<file path="src/rtl/if_fetch_stage.sv">
// Instruction-fetch stage: owns the PC, issues single-outstanding word fetches
// and buffers responses in a prefetch FIFO ahead of decode.
module if_fetch_stage #(
   parameter logic [31:0] RESET_PC = 32'h0000_0000,
   parameter int unsigned DEPTH    = 2
) (
   input  logic        clk,
   input  logic        rst,
   output logic        imem_req,
   output logic [31:0] imem_addr,
   input  logic        imem_rvalid,
   input  logic [31:0] imem_rdata,
   input  logic        redirect,
   input  logic [31:0] redirect_pc,
   output logic        instr_valid,
   input  logic        instr_ready,
   output logic [31:0] instruction,
   output logic [31:0] pc_out,
   output logic [31:0] pc_plus4
);
   localparam int unsigned AW  = $clog2(DEPTH);
   localparam logic [31:0] NOP = 32'h0000_0013;

   typedef enum logic [1:0] {IDLE, WAIT, DROP} state_t;

   state_t        state, state_nx;
   logic [31:0]   fetch_pc;
   logic [31:0]   req_pc;
   logic [31:0]   fifo_pc    [DEPTH];
   logic [31:0]   fifo_instr [DEPTH];
   logic [AW-1:0] rd_ptr, wr_ptr;
   logic [AW:0]   count;
   logic [AW:0]   free;
   logic          pop, push;

   assign instr_valid = (count != '0);
   assign pop         = instr_valid & instr_ready & ~redirect;
   assign push        = (state == WAIT) & imem_rvalid & ~redirect;
   assign free        = (AW+1)'(DEPTH) - count + (AW+1)'(pop);
   assign imem_addr   = fetch_pc;

   // Fetching again in the response cycle needs room for both the arriving word and the new one.
   always_comb begin
      imem_req = 1'b0;
      if (!rst && !redirect) begin
         case (state)
            IDLE:    imem_req = (free >= (AW+1)'(1));
            WAIT:    imem_req = imem_rvalid && (free >= (AW+1)'(2));
            default: imem_req = 1'b0;
         endcase
      end
   end

   always_comb begin
      state_nx = state;
      case (state)
         IDLE: if (imem_req) state_nx = WAIT;
         WAIT: begin
            if (imem_rvalid)   state_nx = imem_req ? WAIT : IDLE;
            else if (redirect) state_nx = DROP;
         end
         DROP: if (imem_rvalid) state_nx = IDLE;
         default: state_nx = IDLE;
      endcase
   end

   always_ff @(posedge clk or posedge rst) begin
      if (rst) begin
         state    <= IDLE;
         fetch_pc <= RESET_PC;
         req_pc   <= '0;
         count    <= '0;
         rd_ptr   <= '0;
         wr_ptr   <= '0;
      end else begin
         state <= state_nx;
         if (redirect) begin
            fetch_pc <= redirect_pc & 32'hFFFF_FFFC;
            count    <= '0;
            rd_ptr   <= '0;
            wr_ptr   <= '0;
         end else begin
            if (imem_req) begin
               req_pc   <= fetch_pc;
               fetch_pc <= fetch_pc + 32'd4;
            end
            if (push) wr_ptr <= wr_ptr + AW'(1);
            if (pop)  rd_ptr <= rd_ptr + AW'(1);
            if (push && !pop)      count <= count + (AW+1)'(1);
            else if (pop && !push) count <= count - (AW+1)'(1);
         end
      end
   end

   always_ff @(posedge clk) begin
      if (push) begin
         fifo_pc[wr_ptr]    <= req_pc;
         fifo_instr[wr_ptr] <= imem_rdata;
      end
   end

   assign instruction = instr_valid ? fifo_instr[rd_ptr] : NOP;
   assign pc_out      = instr_valid ? fifo_pc[rd_ptr] : '0;
   assign pc_plus4    = instr_valid ? fifo_pc[rd_ptr] + 32'd4 : '0;

endmodule

</file>
<file path="config.mk">
export PLATFORM = sky130hd
export DESIGN_NAME = if_fetch_stage
export DESIGN_NICKNAME = d
export VERILOG_FILES = /design/src/rtl/if_fetch_stage.sv
export SDC_FILE = /design/constraint.sdc
export NUM_CORES = 1
export LEC_CHECK = 0
export BUFFER_PORTS_ARGS = -buffer_cell sky130_fd_sc_hd__buf_2
export CELL_PAD_IN_SITES_DETAIL_PLACEMENT = 0
export CELL_PAD_IN_SITES_GLOBAL_PLACEMENT = 1
export CORE_ASPECT_RATIO = 0.5
export CORE_MARGIN = 4
export CORE_UTILIZATION = 43
export CTS_CLUSTER_DIAMETER = 80
export CTS_CLUSTER_SIZE = 28
export DETAILED_ROUTE_END_ITERATION = 10
export PLACE_DENSITY_LB_ADDON = 0.1
export SLEW_MARGIN = 40
export SYNTH_ARGS = -nofsm -noshare
export SYNTH_HDL_FRONTEND = slang
export SYNTH_SLANG_ARGS = --single-unit
</file>
<file path="constraint.sdc">
create_clock -name clk -period 6.62 [get_ports clk]
set_input_delay 1.986 -clock clk [delete_from_list [all_inputs] [get_ports clk]]
set_output_delay 1.986 -clock clk [all_outputs]
set_load 0.01 [all_outputs]
</file>
### Word level (Yosys, flattened, before mapping)

Memories as Yosys holds them, arrays and structs flattened.
Index checks and enable logic that the tools add are counted.

| word-level totals | value |
|---|---|
| flip-flop bits (word level) | 70 |
| memory bits (writable) | 128 |
| bits of input ports | 69 |
| output and inout port bits | 130 |
| logic and storage cells | 66 |
| memories | 2 |

Memory list:

| memory | depth | width | read ports | clocked after Yosys merged registers in | write ports | line | source |
|---|---|---|---|---|---|---|---|
| fifo_instr | 2 | 32 | 1 | 0 | 1 | 30 | `logic [31:0] fifo_instr [DEPTH];` |
| fifo_pc | 2 | 32 | 1 | 0 | 1 | 29 | `logic [31:0] fifo_pc [DEPTH];` |

| operators by class | value |
|---|---|
| $add $sub $neg | 8 |
| order comparisons | 2 |
| eq/ne operators | 5 |
| mux-type cells | 22 |
| bitwise gates (word level) | 5 |
| reductions and logical operators | 16 |

Operator list:

| cell | count |
|---|---|
| 32-bit two-way mux | 5 |
| 32-bit by 3-bit adder with 32-bit output (second input constant) | 2 |
| 2-bit two-way mux | 7 |
| 1-bit two-way mux | 8 |
| 2-bit nonzero test | 4 |
| 2-bit case mux with 3 select lines | 1 |
| 1-bit AND | 4 |
| 1-bit logical AND | 4 |
| 1-bit logical NOT | 4 |
| 2-bit != test (second input constant) | 2 |
| 3-bit != test (second input constant) | 1 |
| 3-bit AND reduction | 1 |
| 3-bit nonzero test | 1 |
| 1-bit adder (second input constant) | 2 |
| 2-bit by 1-bit adder with 2-bit output | 1 |
| 2-bit by 1-bit adder with 2-bit output (second input constant) | 1 |
| 2-bit by 1-bit equality test with 1-bit output (second input constant) | 1 |
| 2-bit equality test (second input constant) | 1 |
| 2-bit by 1-bit >= comparator with 1-bit output (second input constant) | 1 |
| 2-bit >= comparator (second input constant) | 1 |
| 2-bit logical NOT | 1 |
| 1-bit case mux with 2 select lines | 1 |
| 2-bit AND reduction | 1 |
| 2-bit by 1-bit subtractor with 2-bit output (second input constant) | 1 |
| other kinds (2) | 2 |

### Depth between registers and ports, before layout

| depth | value |
|---|---|
| word-level depth | 11 |
| depth in mapped cells | 12 |
| depth with buffers taken out | 9 |

### Worst setup path before layout

No wires, ideal clock.

| timing path | value |
|---|---|
| kind | input -> register |
| start point | in redirect |
| end point | mem fifo_instr[1][0], enable pin |
| library setup time | 0.571 ns |
| data arrival time | 7.094 ns |
| data required time | 6.049 ns |
| slack | -1.045 ns |
| cell stages on the path | 4 |
| path buffers | 3 |
| cells stage by stage | clkbuf_1 > clkbuf_1 > buf_1 > nor3b_1 |

| between the ends | value |
|---|---|
| cells in the longest elaborated chain, start to end | 4 |

Ends and longest elaborated chain:

| what | line | source |
|---|---|---|
| from (decl) | 13 | `input logic redirect,` |
| 1-bit inverter (no source line) | -- |  |
| 1-bit AND | 38 | `assign push = (state == WAIT) & imem_rvalid & ~redirect;` |
| 1-bit two-way mux | 96 | `if (push) begin` |
| 1-bit two-way mux (not written as such) | 98 | `fifo_instr[wr_ptr] <= imem_rdata;` |
| to (decl) | 30 |  |

No other way between the ends.

### Worst setup path in the final report

| timing path | value |
|---|---|
| start point | reg rd_ptr |
| end point | out pc_plus4[31] |

| between the ends | value |
|---|---|
| cells in the longest elaborated chain, start to end | 3 |

Ends and longest elaborated chain:

| what | line | source |
|---|---|---|
| from (decl) | 31 | `logic [AW-1:0] rd_ptr, wr_ptr;` |
| from (signal assigned) | 88 | `if (pop) rd_ptr <= rd_ptr + AW'(1);` |
| memory read 2 x 32 bit | -- |  |
| 32-bit by 3-bit adder with 32-bit output | 104 | `assign pc_plus4 = instr_valid ? fifo_pc[rd_ptr] + 32'd4 : '0;` |
| 32-bit two-way mux | 104 |  |
| to (decl) | 19 | `output logic [31:0] pc_plus4` |

No other way between the ends.

==> impl_results.md <==
* Worst Setup SP: rd_ptr
* Clock Skews at 0.0100 ns
* Combinational fraction of design power at 9.9%
* Setup CP Type: reg2out
* Tot GR Track Use at 19.6%
* Leading cell type in the layout, fill and taps excluded: buf_2
* Ports at 199
* Final setup margin at 1.07 ns
* Crit-path max cell delay at 0.70 ns
* Crit path capture: pc_plus4[31]
* Pint at 2.05 mW
* Ys async rst share at 34.7%
* Max Slew Vio Count at 0
* Setup violations, final at 0
* Buffer levels on the longest clock path at 2
* Die Ht at 109 µm
* CP top delay family: buffers and inverters
* Seq/Total Area, Yosys at 61.4%
* Final cell count without fillers at 1180
* Slew headroom at 51.1%
* Power Density at 263 nW/µm²
* Worst reg2reg path endpoint: imem_addr[25]
* Clk slew on worst S/H paths at 0.07 ns
* Critical path capture point type: output port
* Number of global-route vias before repair at 6027
* Met1 Resource Use GR at 30.8%
* NumNets Final at 973
* Port bufs at 190
* Via/cell ratio at 5.34
* First-pass GRT wire length at 34700 µm
* CP max FO at 35
* PostCTS Resize Cnt at 0
* Initial DRC Count at 446
* Setup repair bufs after CTS at 0
* Total length of routed wires at 22200 µm
* Crit-path slowest cell: dfrtp_4
* H-tree levels at 4
* Die width at 210 µm
* WP data arrival at 3.56 ns
* MaxCap Viol Count at 0
* Worst setup SP type: register
* Synth unique cells at 60
* Worst-case reg-to-reg path depth at 10
* Type of the worst min-delay path: reg2reg
* Top FF cell, synth: edfxtp_1
* Clock Power Share at 37.3%
* Status: complete, no violations
* Post-route ant nets at 0
* Period minus WS final at 5.55 ns
* Flop pwr share at 52.8%
* EDFF count, synth at 124
* Number of sinks on the clock net at 190
* Reg-to-reg slack, setup at 3.53 ns
* Largest net degree at the start of global routing at 74
* Critical path, cell by cell: buf_12, buf_4, nand4_1, a22oi_1, nand3_1, nor4_2, mux2_1, buf_2
* Most frequent cells in the layout: buf_2, edfxtp_1, nor2_1
* Met3 Resource Use GR at 3.48%
* Tightest Pin Transition at 0.723 ns
* Unrepaired setup endpoints after global routing: no
* Num CTS Buffers at 17
* Antenna violations before repair at 0
* Register bit total from synthesis at 190
* GR Layer Usage met2 at 28.0%
* Worst-skew pair later-pin latency at 0.43 ns
* Post-DP HPWL at 15700 µm
* Root Buffer: clkbuf_16
* Wire per inst at 18.8 µm
* Synthesized area at 8760 µm²
* Worst reg2reg startpoint: count[1]
* Placed cell count at 1147
* Worst vdd rail ir drop at 0.192 mV
* Sw frac at 26.6%
* Ratio of final minimum period to clock period at 83.8%
* Fillers at 1734
* Leak at 4.20 nW
* Busiest grt layer: met1
* Yosys warnings at 0
* # DRC at 0
* Final core occ at 53.8%
* Sum Neg Setup Slack at 0 ns
* Mapped Cells at 715
* Hold Fails Final Rpt at 0
* Row cnt at 36
* P_sw at 742 µW
* CTS Hold Bufs at 0
* TritonCTS clock tree: built
* Vias at 6299
* Post-place setup slack at 1.13 ns
* WP buf/inv at 3
* Mean Syn Cell Area at 12.3 µm²
* Grt total ovfl at 0
* Fmax at 0.180 GHz
* WP depth at 8
* Syn-to-layout area delta at 21.3%
* Overall power at 2.79 mW
* N_diodes at 0
* Initial core utilization at 44.4%
* Data required, critical path at 4.63 ns
* GPL Wtd Cong at 0.844
* Ratio of cells with drive above 1 in the final layout at 31.1%
* Core box area at 19700 µm²
* Detailed Routing Iterations Pass 1 at 5
* DIE AREA at 22900 µm²
[flip-flops by register name, indices dropped and copies added (netlist names)]
register and flops:
count 2, fifo_instr 64, fifo_pc 60, imem_addr 30
rd_ptr 1, req_pc 30, state 2, wr_ptr 1
[final cells by class]
class | count | area [µm²] | area share (%)
Multi-Input combinational cell | 479 | 3200 | 30.1
Tap cell | 266 | 333 | 3.13
Clock inverter | 14 | 175 | 1.65
Sequential cell | 190 | 5380 | 50.6
Timing Repair Buffer | 202 | 1060 | 10.0
Inverter | 11 | 41.3 | 0.389
Clock buffer | 18 | 429 | 4.04
[synth_stat cells (all sizes together), types with 8 or more instances]
library cell | n | area (µm²)
nand3 | 25 | 130
a31oi | 9 | 56.3
nand4 | 27 | 175
edfxtp | 124 | 3720
xnor2 | 8 | 70.1
o21ai | 34 | 170
o31ai | 10 | 75.1
dfrtp | 66 | 1650
xor2 | 21 | 184
mux2 | 38 | 428
clkbuf | 20 | 75.1
nor2 | 88 | 330
mux2i | 60 | 601
nand2 | 60 | 225
and2 | 8 | 50.1
buf | 20 | 119
inv | 11 | 41.3
[worst min path at each step]
stage / to / slack (ns) / start / cells after the start
2_1_floorplan: fifo_pc[0][10] / 0.44 / req_pc[10] / 0
3_3_place_gp: fifo_pc[1][5] / 0.45 / req_pc[5] / 0
3_5_place_dp: fifo_pc[1][2] / 0.46 / req_pc[2] / 0
4_1_cts: fifo_pc[1][2] / 0.48 / req_pc[2] / 0
5_1_grt: fifo_pc[1][19] / 0.49 / req_pc[19] / 0
6_report: fifo_pc[1][2] / 0.47 / req_pc[2] / 0
[metrics by stage]
step | hold WS, ns | cell area [µm²]
floorplan | 0.438 | 8790
global placement | 0.449 | 9990
detailed placement | 0.458 | 10000
CTS | 0.475 | 10600
global route | 0.490 | 10600
finish | 0.468 | 10600
[metal layers]
layer / up-vias / routed length [µm]
met2: 171 / 9420
met3: 18 / 1130
met4: 0 / 284
met5: - / 0
li1: 3007 / -
met1: 3103 / 11300
[power groups by stage]
stage	clock network, mW	logic [mW]	registers (mW)
after floorplan	0	0.178	1.46
after global placement	0	0.270	1.49
after detailed placement	0	0.277	1.50
after CTS	1.06	0.278	1.48
after global routing	1.11	0.309	1.49
final	1.04	0.278	1.47
[cells by family after synthesis]
logic type / Yosys count / share of synthesized area (%)
AO/OA/AOI/OAI: 85 / 6.28
XOR/XNOR: 29 / 2.90
adder cells (fa/ha/maj): 3 / 0.428
buffers and inverters: 51 / 2.68
flip-flops: 190 / 61.4
multiplexers: 98 / 11.7
other: 1 / 0.0428
AND/OR/NAND/NOR: 258 / 14.6
No activity file was read; power rests on OpenSTA's default activity.
